File: src/rtl/dither_unpack_pkg.sv
// dither_unpack_pkg: shared FSM states and frame-geometry constants for the bitmap unpacker
package dither_unpack_pkg;

    typedef enum logic [1:0] {
        IDLE,
        PRIME,
        STREAM,
        DRAIN
    } state_t;

    localparam int DEF_H_ACTIVE = 320;
    localparam int DEF_V_ACTIVE = 240;
    localparam int DEF_WORD_W   = 16;
    localparam int ADDR_W       = 16;
    localparam int HCOUNT_W     = 11;
    localparam int VCOUNT_W     = 10;

    function automatic int frame_words(input int h, input int v, input int w);
        return h * v / w;
    endfunction

endpackage

File: src/rtl/dither_unpack_word_fifo2.sv
// word_fifo2: two-entry word buffer with occupancy count
module word_fifo2 #(
    parameter int WORD_W = 16
) (
    input  logic              clk_in,
    input  logic              rst_n_in,
    input  logic              wr_en,
    input  logic [WORD_W-1:0] wr_data,
    input  logic              rd_en,
    output logic [WORD_W-1:0] head,
    output logic [1:0]        count
);

    logic [WORD_W-1:0] mem0, mem1;
    logic              wptr, rptr;

    assign head = rptr ? mem1 : mem0;

    // ping-pong storage: write side and read side each toggle their own pointer
    always_ff @(posedge clk_in or negedge rst_n_in) begin
        if (!rst_n_in) begin
            mem0  <= '0;
            mem1  <= '0;
            wptr  <= 1'b0;
            rptr  <= 1'b0;
            count <= 2'd0;
        end else begin
            if (wr_en && wptr)  mem1 <= wr_data;
            if (wr_en && !wptr) mem0 <= wr_data;
            if (wr_en) wptr <= ~wptr;
            if (rd_en) rptr <= ~rptr;
            count <= count + {1'b0, wr_en} - {1'b0, rd_en};
        end
    end

endmodule

File: src/rtl/dither_unpack.sv
// dither_unpack: reads a packed 1-bit frame from word memory and expands it to a raster 8-bit pixel stream
module dither_unpack
    import dither_unpack_pkg::*;
#(
    parameter int         H_ACTIVE = DEF_H_ACTIVE,
    parameter int         V_ACTIVE = DEF_V_ACTIVE,
    parameter int         WORD_W   = DEF_WORD_W,
    parameter logic [7:0] ON_VALUE = 8'd255
) (
    input  logic                clk_in,
    input  logic                rst_n_in,
    input  logic                start_in,
    output logic [ADDR_W-1:0]   mem_addr_out,
    output logic                mem_rd_out,
    input  logic [WORD_W-1:0]   mem_rdata_in,
    output logic [7:0]          pixel_out,
    output logic [HCOUNT_W-1:0] hcount_out,
    output logic [VCOUNT_W-1:0] vcount_out,
    output logic                valid_out,
    input  logic                ready_in,
    output logic                busy_out,
    output logic                frame_done_out
);

    localparam int NWORDS = frame_words(H_ACTIVE, V_ACTIVE, WORD_W);
    localparam int BW     = WORD_W > 1 ? $clog2(WORD_W) : 1;

    state_t            state;
    logic [16:0]       n_issued;
    logic [BW-1:0]     bit_idx;
    logic              p1, p2;
    logic [1:0]        occ;
    logic [WORD_W-1:0] head;
    logic [2:0]        reserved;
    logic              xfer, pop, last_px, all_issued, issue;

    // p1/p2 track a read through the two-cycle memory latency; p2 marks data on the bus now
    assign busy_out   = state != IDLE;
    assign valid_out  = busy_out && occ != 2'd0;
    assign pixel_out  = (valid_out && head[bit_idx]) ? ON_VALUE : 8'd0;
    assign xfer       = valid_out && ready_in;
    assign pop        = xfer && bit_idx == BW'(WORD_W - 1);
    assign last_px    = xfer && hcount_out == HCOUNT_W'(H_ACTIVE - 1) && vcount_out == VCOUNT_W'(V_ACTIVE - 1);
    assign all_issued = n_issued == 17'(NWORDS);
    assign reserved   = {1'b0, occ} + {2'b0, mem_rd_out} + {2'b0, p1} + {2'b0, p2};
    assign issue      = busy_out && !all_issued && (reserved - {2'b0, pop}) < 3'd2;

    word_fifo2 #(.WORD_W(WORD_W)) u_fifo (
        .clk_in   (clk_in),
        .rst_n_in (rst_n_in),
        .wr_en    (p2),
        .wr_data  (mem_rdata_in),
        .rd_en    (pop),
        .head     (head),
        .count    (occ)
    );

    // frame sequencing, read issue with buffer reservation, and raster position tracking
    always_ff @(posedge clk_in or negedge rst_n_in) begin
        if (!rst_n_in) begin
            state          <= IDLE;
            mem_rd_out     <= 1'b0;
            mem_addr_out   <= '0;
            n_issued       <= '0;
            p1             <= 1'b0;
            p2             <= 1'b0;
            bit_idx        <= '0;
            hcount_out     <= '0;
            vcount_out     <= '0;
            frame_done_out <= 1'b0;
        end else begin
            p1             <= mem_rd_out;
            p2             <= p1;
            frame_done_out <= last_px;
            mem_rd_out     <= 1'b0;
            case (state)
                IDLE: if (start_in) begin
                    state        <= PRIME;
                    mem_rd_out   <= 1'b1;
                    mem_addr_out <= '0;
                    n_issued     <= 17'd1;
                    bit_idx      <= '0;
                    hcount_out   <= '0;
                    vcount_out   <= '0;
                end
                PRIME:   if (p2) state <= STREAM;
                STREAM:  if (all_issued) state <= DRAIN;
                default: ;
            endcase
            if (issue) begin
                mem_rd_out   <= 1'b1;
                mem_addr_out <= n_issued[ADDR_W-1:0];
                n_issued     <= n_issued + 17'd1;
            end
            if (xfer) begin
                bit_idx    <= pop ? '0 : bit_idx + 1'b1;
                hcount_out <= hcount_out == HCOUNT_W'(H_ACTIVE - 1) ? '0 : hcount_out + 1'b1;
                if (hcount_out == HCOUNT_W'(H_ACTIVE - 1))
                    vcount_out <= vcount_out == VCOUNT_W'(V_ACTIVE - 1) ? '0 : vcount_out + 1'b1;
            end
            if (last_px) state <= IDLE;
        end
    end

endmodule

File: config.mk
export PLATFORM = sky130hd
export DESIGN_NAME = dither_unpack
export DESIGN_NICKNAME = d
export VERILOG_FILES = /design/src/rtl/dither_unpack_pkg.sv /design/src/rtl/dither_unpack_word_fifo2.sv /design/src/rtl/dither_unpack.sv
export SDC_FILE = /design/constraint.sdc
export NUM_CORES = 1
export LEC_CHECK = 0
export BUFFER_PORTS_ARGS = -buffer_cell sky130_fd_sc_hd__buf_2
export CAP_MARGIN = 20
export CORE_ASPECT_RATIO = 1.1
export CORE_MARGIN = 1.5
export CORE_UTILIZATION = 57
export DETAILED_ROUTE_END_ITERATION = 6
export GPL_ROUTABILITY_DRIVEN = 0
export PLACE_DENSITY = 0.91
export SLEW_MARGIN = 0
export SYNTH_ARGS = -nofsm -noshare
export SYNTH_HDL_FRONTEND = slang
export SYNTH_SLANG_ARGS = --single-unit
File: constraint.sdc
create_clock -name clk_in -period 4.7 [get_ports clk_in]
set_input_delay 0.47 -clock clk_in [delete_from_list [all_inputs] [get_ports clk_in]]
set_output_delay 0.47 -clock clk_in [all_outputs]
set_load 0.01 [all_outputs]
# After elaboration in Yosys (flattened, before gate mapping)
# Index checks and enable logic that the tools add are counted.
# W data, S select, Z words.
totals:
  ff_bits: 100
  inputBits: 20
  output_inout_bits: 49
  word_cells: 92
op_classes:
  n_addsub: 10
  order_cmp: 2
  n_eq_ne: 9
  n_mux: 31
  bitwise_logic: 2
  n_reduce_logical: 23
ops:
  columns: ["op", "n"]
  rows:
  - ["$mux W16", 4]
  - ["$mux W17", 3]
  - ["$mux W10", 5]
  - ["$mux W11", 4]
  - ["$add A17 B1 Y17 const B", 1]
  - ["$eq A17 B13 Y1 const B", 1]
  - ["$mux W4", 4]
  - ["$reduce_bool A2 Y1", 6]
  - ["$add A11 B1 Y11 const B", 1]
  - ["$eq A11 B9 Y1 const B", 1]
  - ["$add A10 B1 Y10 const B", 1]
  - ["$eq A10 B8 Y1 const B", 1]
  - ["$logic_and A1 B1 Y1", 10]
  - ["$ne A3 B3 Y1 const B", 3]
  - ["$mux W2", 4]
  - ["$mux W8", 1]
  - ["$add A3 B1 Y3", 2]
  - ["$pmux W2 S3", 1]
  - ["$lt A4 B5 Y1 const B", 1]
  - ["$add A4 B1 Y4 const B", 1]
  - ["$bmux W1 S4", 1]
  - ["$eq A4 B4 Y1 const B", 1]
  - ["$mux W1", 4]
  - ["$reduce_and A2 Y1", 2]
  - ["12 further kinds", 14]

# Depth between registers and ports, before layout
# Gate-level depths: netlist of run 1.
depth:
  word_depth: 9
  ltp_mapped: 17
  depth_no_buf: 15

# Modules after synthesis
# Synthesis of run 1 repeated with hierarchy kept, for this count alone.
unflattened:
  hier_cells: 472
  area_unflattened_um2: 5232.5
modules_own_cells:
  columns: ["module", "n_inst", "cells_per_inst", "area_per_inst_um2", "seq_area_each_um2"]
  rows:
  - ["dither_unpack", 1, 373, 3618.5, 1601.5]
  - ["word_fifo2", 1, 99, 1614.0, 900.9]

# Worst setup path before layout of run 1
# No wires, ideal clock.
synth_timing:
  kind: "reg2reg"
  from: "register state[0]"
  to: "register n_issued[2]"
  setup_time_ps: 77
  t_arrival_ps: 3708
  t_required_ps: 4623
  path_slack_ps: 914
  path_stages_with_launch: 17
  n_path_buf: 1
  period_less_slack_ps: 3786
  cell_sequence: "dfrtp_1 > inv_1 > ha_1 > o21bai_4 > inv_1 > nand2_1 > nor2_1 > ha_1 > fa_1 > nand2b_1 > fa_1 > nor2b_1 > nand2_1 > a21oi_1 > clkbuf_1 > mux2_1 > a21oi_1"
synth_via:
  elab_chain_len: 9
  word_cells_on_any_way: 13
  classes_between: "add/sub (1); order compare (1); mux (1); reduce/logical (10)"
synth_rtl:
  columns: ["element", "line_no", "text"]
  rows:
  - ["from (decl)", "dither_unpack.sv:28", "state_t state;"]
  - ["from (signal assigned)", "dither_unpack.sv:61", "state <= IDLE;"]
  - ["from (signal assigned)", "dither_unpack.sv:78", "state <= PRIME;"]
  - ["from (signal assigned)", "dither_unpack.sv:86", "PRIME: if (p2) state <= STREAM;"]
  - ["$reduce_bool A2 Y1 (*)", "dither_unpack.sv:38", "assign busy_out = state != IDLE;"]
  - ["$logic_and A1 B1 Y1 (*)", "dither_unpack.sv:39", "assign valid_out = busy_out && occ != 2'd0;"]
  - ["named net valid_out", "dither_unpack.sv:19", "output logic valid_out,"]
  - ["$logic_and A1 B1 Y1 (*)", "dither_unpack.sv:41", "assign xfer = valid_out && ready_in;"]
  - ["$logic_and A1 B1 Y1 (*)", "dither_unpack.sv:42", "assign pop = xfer && bit_idx == BW'(WORD_W - 1);"]
  - ["named net pop", "dither_unpack.sv:35", "logic xfer, pop, last_px, all_issued, issue;"]
  - ["$sub A3 B1 Y3 (*)", "dither_unpack.sv:46", "assign issue = busy_out && !all_issued && (reserved - {2'b0, pop}) < 3'd2;"]
  - ["$lt A3 B2 Y1 (*)", "dither_unpack.sv:46", null]
  - ["$logic_and A1 B1 Y1 (*)", "dither_unpack.sv:46", null]
  - ["$reduce_bool A2 Y1 (no source line)", null, null]
  - ["$reduce_and A2 Y1 (no source line)", null, null]
  - ["to (signal assigned)", "dither_unpack.sv:93", "n_issued <= n_issued + 17'd1;"]
  - ["to (decl)", "dither_unpack.sv:29", "logic [16:0] n_issued;"]
# Mark *: on every way through the listed nets, which the timed path passes. The rest lies on a longest branch.
# A chain may end at the register's enable or synchronous reset.

# Worst setup path in the final report of run 1
layout_timing:
  from: "register state[0]"
  to: "register n_issued[5]"
layout_via:
  elab_chain_len: 9
  word_cells_on_any_way: 13
  classes_between: "add/sub (1); order compare (1); mux (1); reduce/logical (10)"
layout_rtl:
  columns: ["element", "line_no"]
  rows:
  - ["$reduce_bool A2 Y1 (*)", "dither_unpack.sv:38"]
  - ["$logic_and A1 B1 Y1 (*)", "dither_unpack.sv:39"]
  - ["$logic_and A1 B1 Y1 (*)", "dither_unpack.sv:41"]
  - ["$logic_and A1 B1 Y1 (*)", "dither_unpack.sv:42"]
  - ["named net pop", "dither_unpack.sv:35"]
  - ["$sub A3 B1 Y3 (*)", "dither_unpack.sv:46"]
  - ["$lt A3 B2 Y1 (*)", "dither_unpack.sv:46"]
  - ["$logic_and A1 B1 Y1 (*)", "dither_unpack.sv:46"]
  - ["$reduce_bool A2 Y1 (no source line)", null]
  - ["$reduce_and A2 Y1 (no source line)", null]
# Marked as above.

==> results.py, run 1 <==
metrics = {
    "sta": {
        "slew_violations": 0,
        "relSlewSlack": 0.394,
        "setup-tns-final_ps": 0,
        "post-route-period-util": 0.902,
        "finalCriticalPeriod_ps": 4240,
        "finClkSkew_ps": 11.4,
        "worst_pin_slew_ps": 907,
        "fmax_mhz": 236,
        "hold_viol_final": 0,
        "rsz0062_at_grt": "false",
        "fin_ws_ps": 459,
        "finalSetupViolCount": 0,
    },
    "routing": {
        "antenna_left": 0,
        "vias": 3764,
        "vias_per_cell": 5.89,
        "wirelength_um": 10500,
        "wire_per_inst_um": 16.5,
        "drtIter0Drc": 229,
        "drt_pass1_iterations": 5,
        "route.detailed.drc": 0,
    },
    "logic_synthesis": {
        "synth_nets": 500,
        "synth-adder-area-share": 0.0385,
        "synthFlopType": "dfrtp_1",
        "synth_mux_area_frac": 0.140,
        "syn_area_per_cell_um2": 10.6,
        "seq_area_frac_synth": 0.507,
        "synth.most_common_cell": "dfrtp_1",
        "syn_area_mm2": 0.00494,
        "synth_compound_area_frac": 0.0957,
        "synth-edff-count": 0,
        "yosysWarnings": 0,
        "synth_seq_cells": 100,
        "synthDistinctLibCells": 50,
        "synth.area.top_cells": "dfrtp_1, mux2_2, nand2_1, mux2i_1, o21ai_0",
        "synth_area_leader_cell": "dfrtp_1",
        "synth_top_family_by_area": "simple AND/OR/NAND/NOR gates",
        "synth.top_cell.area_share": 0.507,
        "synth-async-reset-ratio": 1.00,
        "yosys.area_share.simple": 0.165,
        "synth_xor_xnor_area_share": 0.0142,
        "syn-instance-count": 466,
        "yosys-top-cells-count": "dfrtp_1, nand2_1, mux2_2",
    },
    "floorplan": {
        "row_count": 35,
        "core_mm2": 0.00841,
        "die_w_um": 91.8,
        "die_h_um": 101,
        "num_io_pins": 69,
        "start_util": 0.588,
        "dieArea_mm2": 0.00923,
    },
    "finish": {
        "diodes": 0,
        "area_growth_pct": 11.7,
        "num-fill-cells": 650,
        "nets": 558,
        "final_area_mm2": 0.00552,
        "seqCellArea_mm2": 0.00250,
        "drive_gt1_frac": 0.246,
        "multi_input_area_mm2": 0.00225,
    },
    "worst_setup_path": {
        "cpMaxStageDelayCell": "fa_1",
        "worstSetupEndpointType": "register",
        "crit_type": "register to register",
        "critPathMaxFanout": 14,
        "slowest_delay_ps": 430,
        "cp.arrival_ps": 4480,
        "worstSetupStartpointType": "register",
        "cp.required_ps": 4940,
        "crit_chain": "inv_1, ha_1, o21bai_4, inv_1, nand2_1, nor2_1, ha_1, fa_1, nand2b_1, fa_1, xor2_1, nand2_1, a21oi_4, nor2_1, a221o_1",
    },
    "grt": {
        "antenna_found_initial": 0,
        "grt_first_pass_wirelength_um": 17700,
        "grt_usage": 0.244,
        "grt_pass1_vias": 3735,
        "grt_max_degree": 53,
        "overflow": 0,
    },
    "status": {
        "status": "finished clean",
    },
    "run": {
        "max-cap-violations": 0,
    },
    "power": {
        "seqPwrFrac": 0.408,
        "clockPowerShare": 0.153,
        "switchingPower_w": 0.00130,
        "p_leak_nw": 2.64,
        "powerDensity_mw_per_mm2": 590,
        "vdd_drop_max_mv": 0.284,
        "p_sw_frac": 0.401,
        "comb_power_share": 0.439,
        "intPower_w": 0.00195,
    },
    "clock_tree": {
        "clockBufferDepth": 2,
        "clk_latency_ps": 360,
        "cts_root_buf": "clkbuf_8",
        "cts_buffers": 9,
        "cts.sinks": 100,
        "clk_pin_slew_ps": 100,
        "ctsHoldBuffers": 0,
        "cts_tree": "built",
        "cts_setup_buffers": 0,
        "htreeDepth": 3,
    },
    "placement": {
        "place_ws_ps": 435,
        "hpwlAfterDp_um": 7440,
        "place_area_mm2": 0.00533,
        "io_buffers": 68,
    },
    "hold_path": {
        "hold_class": "input port to async pin",
    },
}
## cells by family after synthesis
logic type / count (synthesis)
xor gates and xnor gates: 8
DFF: 100
and+or+nand+nor: 168
adders and majority gates: 14
AOI/OAI and AO/OA: 76
buffers and inverters: 43
muxes: 57
## per-stage QoR
step,hold slack (ps),power [W],std cells,utilization
after floorplan,174,0.00236,466,-
final,110,0.00325,639,0.656
after global placement,366,0.00263,624,0.634
after detailed placement,378,0.00274,624,0.634
after CTS,121,0.00325,639,0.655
after global routing,152,0.00347,639,0.656
## worst max-delay path, delay by kind of cell, from the launching register on
kind            cells  cell delay (ps)
flops               1              400
simple gates        5              940
xor+xnor            1              270
fa+ha+maj           4             1380
buf+inv             2              180
compound gates      3              940
## timing repair
item,4_1_cts,5_1_grt
endpoints found under the setup margin,0,1
hold endpoints to repair,0,0
gates resized for setup,0,1
## per-layer routing
layer / global-route usage / share of wire
met4: 0.127 / 0.024
met3: 0.0407 / 0.047
met1: 0.304 / 0.41
met2: 0.413 / 0.52
met5: 0 / 0
## power groups by stage
stage	clock network [W]	registers (W)	logic [W]
after detailed placement	0	0.00134	0.00141
after CTS	0.000506	0.00132	0.00142
after global routing	0.000542	0.00136	0.00157
after global placement	0	0.00131	0.00132
final	0.000499	0.00133	0.00143
after floorplan	0	0.00127	0.00110
## state kept, by name, summed over array words and instances (netlist names), 2 cells and up
name and cells:
u_fifo.mem1 16, hcount_out 11, vcount_out 10, u_fifo.mem0 16, bit_idx 4, mem_addr_out 16, u_fifo.count 2, n_issued 17
state 2
## cell type report
cell class | instances | share of cell area
Inverter | 19 | 0.0129
Multi-Input combinational cell | 323 | 0.408
Tap cell | 111 | 0.0252
Timing Repair Buffer | 71 | 0.0685
Clock buffer | 10 | 0.0250
Clock inverter | 5 | 0.00681
Sequential cell | 100 | 0.454
## path summary, 6_finish.rpt
kind / start / to / cells after the start / slack [ps]
setup reg to reg: state[0]$_DFFE_PN0P_ / n_issued[5]$_DFFE_PN0P_ / 15 / 460
hold / removal: rst_n_in / n_issued[12]$_DFFE_PN0P_ / 1 / 110
setup / recovery: state[0]$_DFFE_PN0P_ / n_issued[5]$_DFFE_PN0P_ / 15 / 460
hold reg to reg: p1$_DFF_PN0_ / p2$_DFF_PN0_ / 0 / 400
min in group clk_in: mem_rdata_in[14] / u_fifo.mem1[14]$_DFFE_PN0P_ / 2 / 360
max in group asynchronous: rst_n_in / hcount_out[1]$_DFFE_PN0P_ / 2 / 3510
## layout by cell type (no fill, tap or decap), types with 5 or more instances in the layout
| cell | count |
|---|---|
| nor2_1 | 20 |
| ha_1 | 12 |
| nor3_1 | 7 |
| and3_1 | 16 |
| a21oi_1 | 10 |
| clkbuf_8 | 10 |
| inv_1 | 19 |
| nand4_1 | 7 |
| nand2_1 | 74 |
| xor2_1 | 6 |
| nand3_1 | 19 |
| nor4_1 | 5 |
| dfrtp_1 | 100 |
| a31oi_1 | 6 |
| mux2i_1 | 16 |
| mux2_2 | 34 |
| mux4_2 | 6 |
| buf_2 | 67 |
| o21ai_0 | 32 |
No activity file was read; power rests on OpenSTA's default activity.
==> run 2, diff against run 1 <==
--- a/config.mk
+++ b/config.mk
@@ -5,14 +5,14 @@
 export SDC_FILE = /design/constraint.sdc
 export NUM_CORES = 1
 export LEC_CHECK = 0
-export BUFFER_PORTS_ARGS = -buffer_cell sky130_fd_sc_hd__buf_2
 export CAP_MARGIN = 20
 export CORE_ASPECT_RATIO = 1.1
 export CORE_MARGIN = 1.5
-export CORE_UTILIZATION = 57
+export CORE_UTILIZATION = 55
 export DETAILED_ROUTE_END_ITERATION = 6
+export DONT_BUFFER_PORTS = 1
 export GPL_ROUTABILITY_DRIVEN = 0
-export PLACE_DENSITY = 0.91
+export PLACE_DENSITY = 0.82
 export SLEW_MARGIN = 0
 export SYNTH_ARGS = -nofsm -noshare
 export SYNTH_HDL_FRONTEND = slang
==> run 2 against run 1 <==
Net effect: the run now ends with hold timing left; first-iteration DRC count is 41% lower; utilization is 6.3 points lower; worst setup slack worse by 16 ps; hold slack worse by 110 ps; cell area is 5.5% lower; flip-flop and latch count stayed put; sequential share of layout area is 2.7 points higher; combinational power is 13% lower; sequential power hardly changed; largest cell class unchanged; highest routed layer unchanged.
==> results.py, run 2 (synthesis gave the netlist of run 1 again) <==
metrics = {
    "clock_tree": {
        "cts_tree": "built",
        "cts_buffers": 9,
        "clk_latency_ps": 370,
        "cts_root_buf": "clkbuf_8",
        "clockBufferDepth": 2,
        "clk_pin_slew_ps": 100,
        "htreeDepth": 3,
        "cts.sinks": 100,
        "cts_setup_buffers": 0,
    },
    "finish": {
        "final_area_mm2": 0.00521,
        "nets": 492,
        "num-fill-cells": 696,
        "layout_commonest_cell": "dfrtp_1",
        "largest_reg_flops": 17,
        "final_cell_mix": "dfrtp_1, nand2_1, mux2_2",
        "regMostFlops": "n_issued",
        "drive_gt1_frac": 0.139,
        "area_growth_pct": 5.47,
        "diodes": 0,
    },
    "sta": {
        "rsz0062_at_grt": "false",
        "worst_pin_slew_ps": 916,
        "setup-tns-final_ps": 0,
        "fin_ws_ps": 444,
        "finalCriticalPeriod_ps": 4260,
        "fmax_mhz": 235,
        "finClkSkew_ps": 9.55,
        "finalSetupViolCount": 0,
        "slew_violations": 0,
        "holdWs_ps": -4.46,
        "hold_viol_final": 1,
        "post-route-period-util": 0.906,
        "relSlewSlack": 0.388,
    },
    "worst_setup_path": {
        "worstSetupEndpointType": "register",
        "slowest_delay_ps": 470,
        "cp.required_ps": 4990,
        "worstSetupStartpointType": "register",
        "cpMaxStageDelayCell": "fa_1",
        "crit_type": "register to register",
        "crit_family": "adder cells",
        "critPathBufInv": 3,
        "crit_chain": "inv_1, ha_1, o21bai_4, inv_1, nand2_1, nor2_1, ha_1, fa_1, nand2b_1, fa_1, nor2b_1, nand2_1, a21oi_2, buf_4, and4_1, mux2i_1",
        "cp.arrival_ps": 4540,
        "critPathMaxFanout": 15,
    },
    "floorplan": {
        "num_io_pins": 69,
        "die_w_um": 93.4,
        "start_util": 0.562,
        "core_mm2": 0.00878,
        "row_count": 36,
        "die_h_um": 102,
        "dieArea_mm2": 0.00956,
    },
    "routing": {
        "vias": 3425,
        "drtIter0Drc": 136,
        "route.detailed.drc": 0,
        "drt_pass1_iterations": 4,
        "antenna_left": 0,
        "vias_per_cell": 5.95,
        "wire_per_inst_um": 16.8,
        "wirelength_um": 9690,
    },
    "power": {
        "comb_power_share": 0.399,
        "power.total_w": 0.00312,
        "powerDensity_mw_per_mm2": 598,
        "clockPowerShare": 0.173,
        "vdd_drop_max_mv": 0.247,
        "intPower_w": 0.00189,
        "seqPwrFrac": 0.428,
        "p_sw_frac": 0.393,
        "p_leak_nw": 2.32,
        "switchingPower_w": 0.00122,
    },
    "placement": {
        "io_buffers": 0,
        "place_ws_ps": 447,
        "hpwlAfterDp_um": 6680,
        "place_area_mm2": 0.00499,
    },
    "grt": {
        "overflow": 0,
        "grt_first_pass_wirelength_um": 15600,
        "grt_pass1_vias": 3334,
        "antenna_found_initial": 0,
        "grt_usage": 0.208,
        "grt_max_degree": 101,
    },
    "hold_path": {
        "hold_class": "input port to async pin",
    },
    "status": {
        "status": "complete, but fails checks",
        "failed_checks": "hold timing",
    },
    "run": {
        "max-cap-violations": 0,
    },
}
## run 2: what timing repair did
action | in CTS | in global routing
hold buffers | 1 | 0
endpoints found under the hold margin | 100 | 0
resized for setup | 0 | 0
## run 2: path summary, 6_finish.rpt
check / startpoint / end / slack [ps] / cells after the start
hold reg to reg: p1$_DFF_PN0_ / p2$_DFF_PN0_ / 380 / 0
setup / recovery: state[0]$_DFFE_PN0P_ / n_issued[3]$_DFFE_PN0P_ / 440 / 16
hold / removal: rst_n_in / u_fifo.mem1[12]$_DFFE_PN0P_ / -4 / 1
max in group asynchronous: rst_n_in / hcount_out[8]$_DFFE_PN0P_ / 4280 / 1
min in group clk_in: mem_rdata_in[12] / u_fifo.mem1[12]$_DFFE_PN0P_ / 240 / 1
setup reg to reg: state[0]$_DFFE_PN0P_ / n_issued[3]$_DFFE_PN0P_ / 440 / 16
## run 2: metal layers
| metal | part of all wire | wire length [µm] | GRT usage |
|---|---|---|---|
| met2 | 0.50 | 4860 | 0.350 |
| met1 | 0.43 | 4140 | 0.255 |
| met4 | 0.012 | 113 | 0.0653 |
| met3 | 0.060 | 582 | 0.0692 |
| met5 | 0 | 0 | 0 |
## run 2: area by class of cell
type | count | area, µm² | share of cell area
clock buffers | 10 | 128 | 0.0245
multi-input cells | 323 | 2250 | 0.431
flip-flops and latches | 100 | 2500 | 0.480
well taps | 114 | 143 | 0.0274
repair buffers | 5 | 57.6 | 0.0110
clock inverters | 5 | 61.3 | 0.0118
inverters | 19 | 71.3 | 0.0137
## run 2: through the flow
stage          std cells  utilization  hold WS, ps
2_1_floorplan        466            -          174
5_1_grt              576        0.593         51.5
6_report             576        0.593        -4.46
4_1_cts              576        0.593         35.5
3_3_place_gp         560        0.569          176
3_5_place_dp         560        0.569          176
## run 2: power groups by stage
stage,logic [W],clock network [W],registers (W)
floorplan,0.00110,0,0.00127
global placement,0.00117,0,0.00134
detailed placement,0.00123,0,0.00136
CTS,0.00125,0.000548,0.00134
global route,0.00138,0.000580,0.00137
finish,0.00124,0.000539,0.00133
==> run 3, diff against run 2 <==
--- a/config.mk
+++ b/config.mk
@@ -16,4 +16,5 @@
 export SLEW_MARGIN = 0
 export SYNTH_ARGS = -nofsm -noshare
 export SYNTH_HDL_FRONTEND = slang
+export SYNTH_HIERARCHICAL = 1
 export SYNTH_SLANG_ARGS = --single-unit
==> run 3 against run 2 <==
Net effect: the run now ends clean; flip-flop and latch count stayed put; final cell count is 0.87% higher; worst setup slack better by 36 ps; clock-buffer cell count is the same; clock power decreased by 2%; fmax rose by 0.85%; wire length increased by 1.3%; non-clock buffer count down 1; clock skew increased by 1.1 ps; register-to-register slack better by 40 ps; critical endpoint is now n_issued[2]$_DFFE_PN0P_.
==> results.py, run 3 <==
metrics = {
    "floorplan": {
        "row_count": 37,
        "start_util": 0.562,
        "num_io_pins": 69,
        "dieArea_mm2": 0.0101,
        "die_w_um": 96,
        "core_mm2": 0.00931,
        "die_h_um": 105,
    },
    "grt": {
        "grt_pass1_vias": 3535,
        "grt_usage": 0.210,
        "overflow": 0,
        "grt_max_degree": 101,
        "antenna_found_initial": 0,
        "grt_first_pass_wirelength_um": 16700,
    },
    "worst_setup_path": {
        "critPathBufInv": 2,
        "worstSetupEndpointType": "register",
        "worstSetupStartpointType": "register",
        "critPathMaxFanout": 21,
        "r2r_start": "state[0]$_DFFE_PN0P_",
        "cp.arrival_ps": 4510,
        "crit_cells": 15,
        "crit_type": "register to register",
        "rr_endpoint": "n_issued[2]$_DFFE_PN0P_",
        "crit_family": "adder cells",
        "reg2reg_setup_slack_ps": 480,
        "worstSetupEndpoint": "n_issued[2]$_DFFE_PN0P_",
        "cp.required_ps": 4990,
        "worst_r2r_path_depth": 15,
        "crit_chain": "inv_1, ha_1, o21ba_4, nand2_1, nor2_1, ha_1, fa_1, nand2b_1, fa_1, nand2b_4, or2_1, a21oi_2, buf_12, nand2b_1, a31oi_1",
        "slowest_delay_ps": 540,
        "cpMaxStageDelayCell": "fa_1",
        "crit_path_start": "state[0]$_DFFE_PN0P_",
    },
    "clock_tree": {
        "cts_root_buf": "clkbuf_8",
        "cts.sinks": 100,
        "cts_tree": "built",
        "clk_latency_ps": 360,
        "cts_buffers": 9,
        "clockBufferDepth": 2,
        "htreeDepth": 3,
        "clk_pin_slew_ps": 100,
        "cts_setup_buffers": 0,
    },
    "finish": {
        "drive_gt1_frac": 0.198,
        "layout_commonest_cell": "dfrtp_1",
        "nets": 493,
        "num-fill-cells": 755,
        "area_growth_pct": 3.47,
        "largest_reg_flops": 17,
        "regMostFlops": "n_issued",
        "fin_util": 0.582,
        "final_cell_mix": "dfrtp_1, nand2_1, mux2_2",
        "diodes": 0,
    },
    "placement": {
        "place_ws_ps": 525,
        "hpwlAfterDp_um": 6910,
        "io_buffers": 0,
    },
    "routing": {
        "antenna_left": 0,
        "wire_per_inst_um": 16.9,
        "route.detailed.drc": 0,
        "vias": 3485,
        "vias_per_cell": 6.00,
        "drt_pass1_iterations": 4,
        "wirelength_um": 9810,
        "drtIter0Drc": 143,
    },
    "logic_synthesis": {
        "synthFlopType": "dfrtp_1",
        "syn-instance-count": 472,
        "synth.top_cell.area_share": 0.478,
        "syn_area_per_cell_um2": 11.1,
        "synth_nets": 506,
        "synth-async-reset-ratio": 1.00,
        "yosysWarnings": 6,
        "synth_seq_cells": 100,
        "synth-edff-count": 0,
        "synthDistinctLibCells": 59,
        "synth.most_common_cell": "dfrtp_1",
        "seq_area_frac_synth": 0.478,
        "syn_area_mm2": 0.00523,
        "yosys-top-cells-count": "dfrtp_1, nand2_1, mux2_2",
        "synth.area.top_cells": "dfrtp_1, mux2_2, nand2_1, ha_1, mux2_4",
        "synth_area_leader_cell": "dfrtp_1",
    },
    "sta": {
        "finalSetupViolCount": 0,
        "fmax_mhz": 237,
        "finalCriticalPeriod_ps": 4220,
        "slew_violations": 0,
        "rsz0062_at_grt": "false",
        "post-route-period-util": 0.898,
        "fin_ws_ps": 480,
        "setup-tns-final_ps": 0,
        "hold_viol_final": 0,
        "worst_pin_slew_ps": 1040,
        "finClkSkew_ps": 10.6,
        "relSlewSlack": 0.301,
    },
    "power": {
        "vdd_drop_max_mv": 0.751,
        "power.total_w": 0.00355,
        "p_leak_nw": 2.36,
        "powerDensity_mw_per_mm2": 655,
    },
    "run": {
        "max-cap-violations": 0,
    },
    "status": {
        "status": "finished clean",
    },
    "hold_path": {
        "hold_class": "input port to async pin",
    },
}
## run 3: cell types whose count changed in the layout (fill, tap and decap cells not counted), moves of 4 or more
cell	before	now
nand2_1	74	52
nand4_1	7	15
o21ai_0	32	17
mux2_4	0	10
o21ai_1	4	13
mux2_2	34	39
and3_1	16	6
mux2i_1	16	8
a21o_1	2	9
nor3_1	6	10
and2_1	1	6
## run 3: cells by family (layout without fill, tap and decap cells)
family	Yosys count	in the layout	synth area share
simple gates	158	158	0.159
flops	100	100	0.478
compound gates	79	79	0.0988
mux	63	63	0.154
buf+inv	48	40	0.0569
fa+ha+maj	14	14	0.0363
xor+xnor	10	10	0.0167
## run 3: per-stage QoR
step           cells  cell area [µm²]  hold WS, ps
5_1_grt          581             5410         46.8
2_1_floorplan    472             5230          174
4_1_cts          581             5410         34.7
6_report         581             5410         15.3
3_5_place_dp     564             5190          177
3_3_place_gp     564             5190          177
## run 3: worst min path at each step
stage,startpoint,end,slack [ps],cells after the start
after CTS,rst_n_in,u_fifo/mem0[10]$_DFFE_PN0P_,30,1
final,rst_n_in,u_fifo/mem0[14]$_DFFE_PN0P_,20,1
after detailed placement,rst_n_in,u_fifo/mem0[13]$_DFFE_PN0P_,180,0
after floorplan,rst_n_in,bit_idx[0]$_DFFE_PN0P_,170,0
after global routing,rst_n_in,u_fifo/mem0[14]$_DFFE_PN0P_,50,1
after global placement,rst_n_in,u_fifo/mem0[13]$_DFFE_PN0P_,180,0
## run 3: final cells by class
| type | instances | area [µm²] | area share |
|---|---|---|---|
| well taps | 117 | 146 | 0.0270 |
| inverters | 20 | 75.1 | 0.0139 |
| clock inverters | 6 | 55.1 | 0.0102 |
| multi-input cells | 324 | 2430 | 0.450 |
| clock buffers | 10 | 138 | 0.0254 |
| repair buffers | 4 | 62.6 | 0.0116 |
| flip-flops and latches | 100 | 2500 | 0.462 |
## run 3: timing repair
action | 4_1_cts | 5_1_grt
hold buffers | 1 | 0
hold endpoints to repair | 100 | 0
gates resized for setup | 0 | 0
endpoints found under the setup margin | 0 | 0
## run 3: power by group
group	switching (W)	internal (W)
combinational	0.000842	0.000779
sequential	0.000272	0.00113
clock	0.000308	0.000218
total	0.00142	0.00212
## run 3: routing by layer
| layer | routed length, µm | global-route usage |
|---|---|---|
| met3 | 534 | 0.0541 |
| met1 | 3980 | 0.262 |
| met4 | 129 | 0.0777 |
| met5 | 0 | 0 |
| met2 | 5170 | 0.348 |
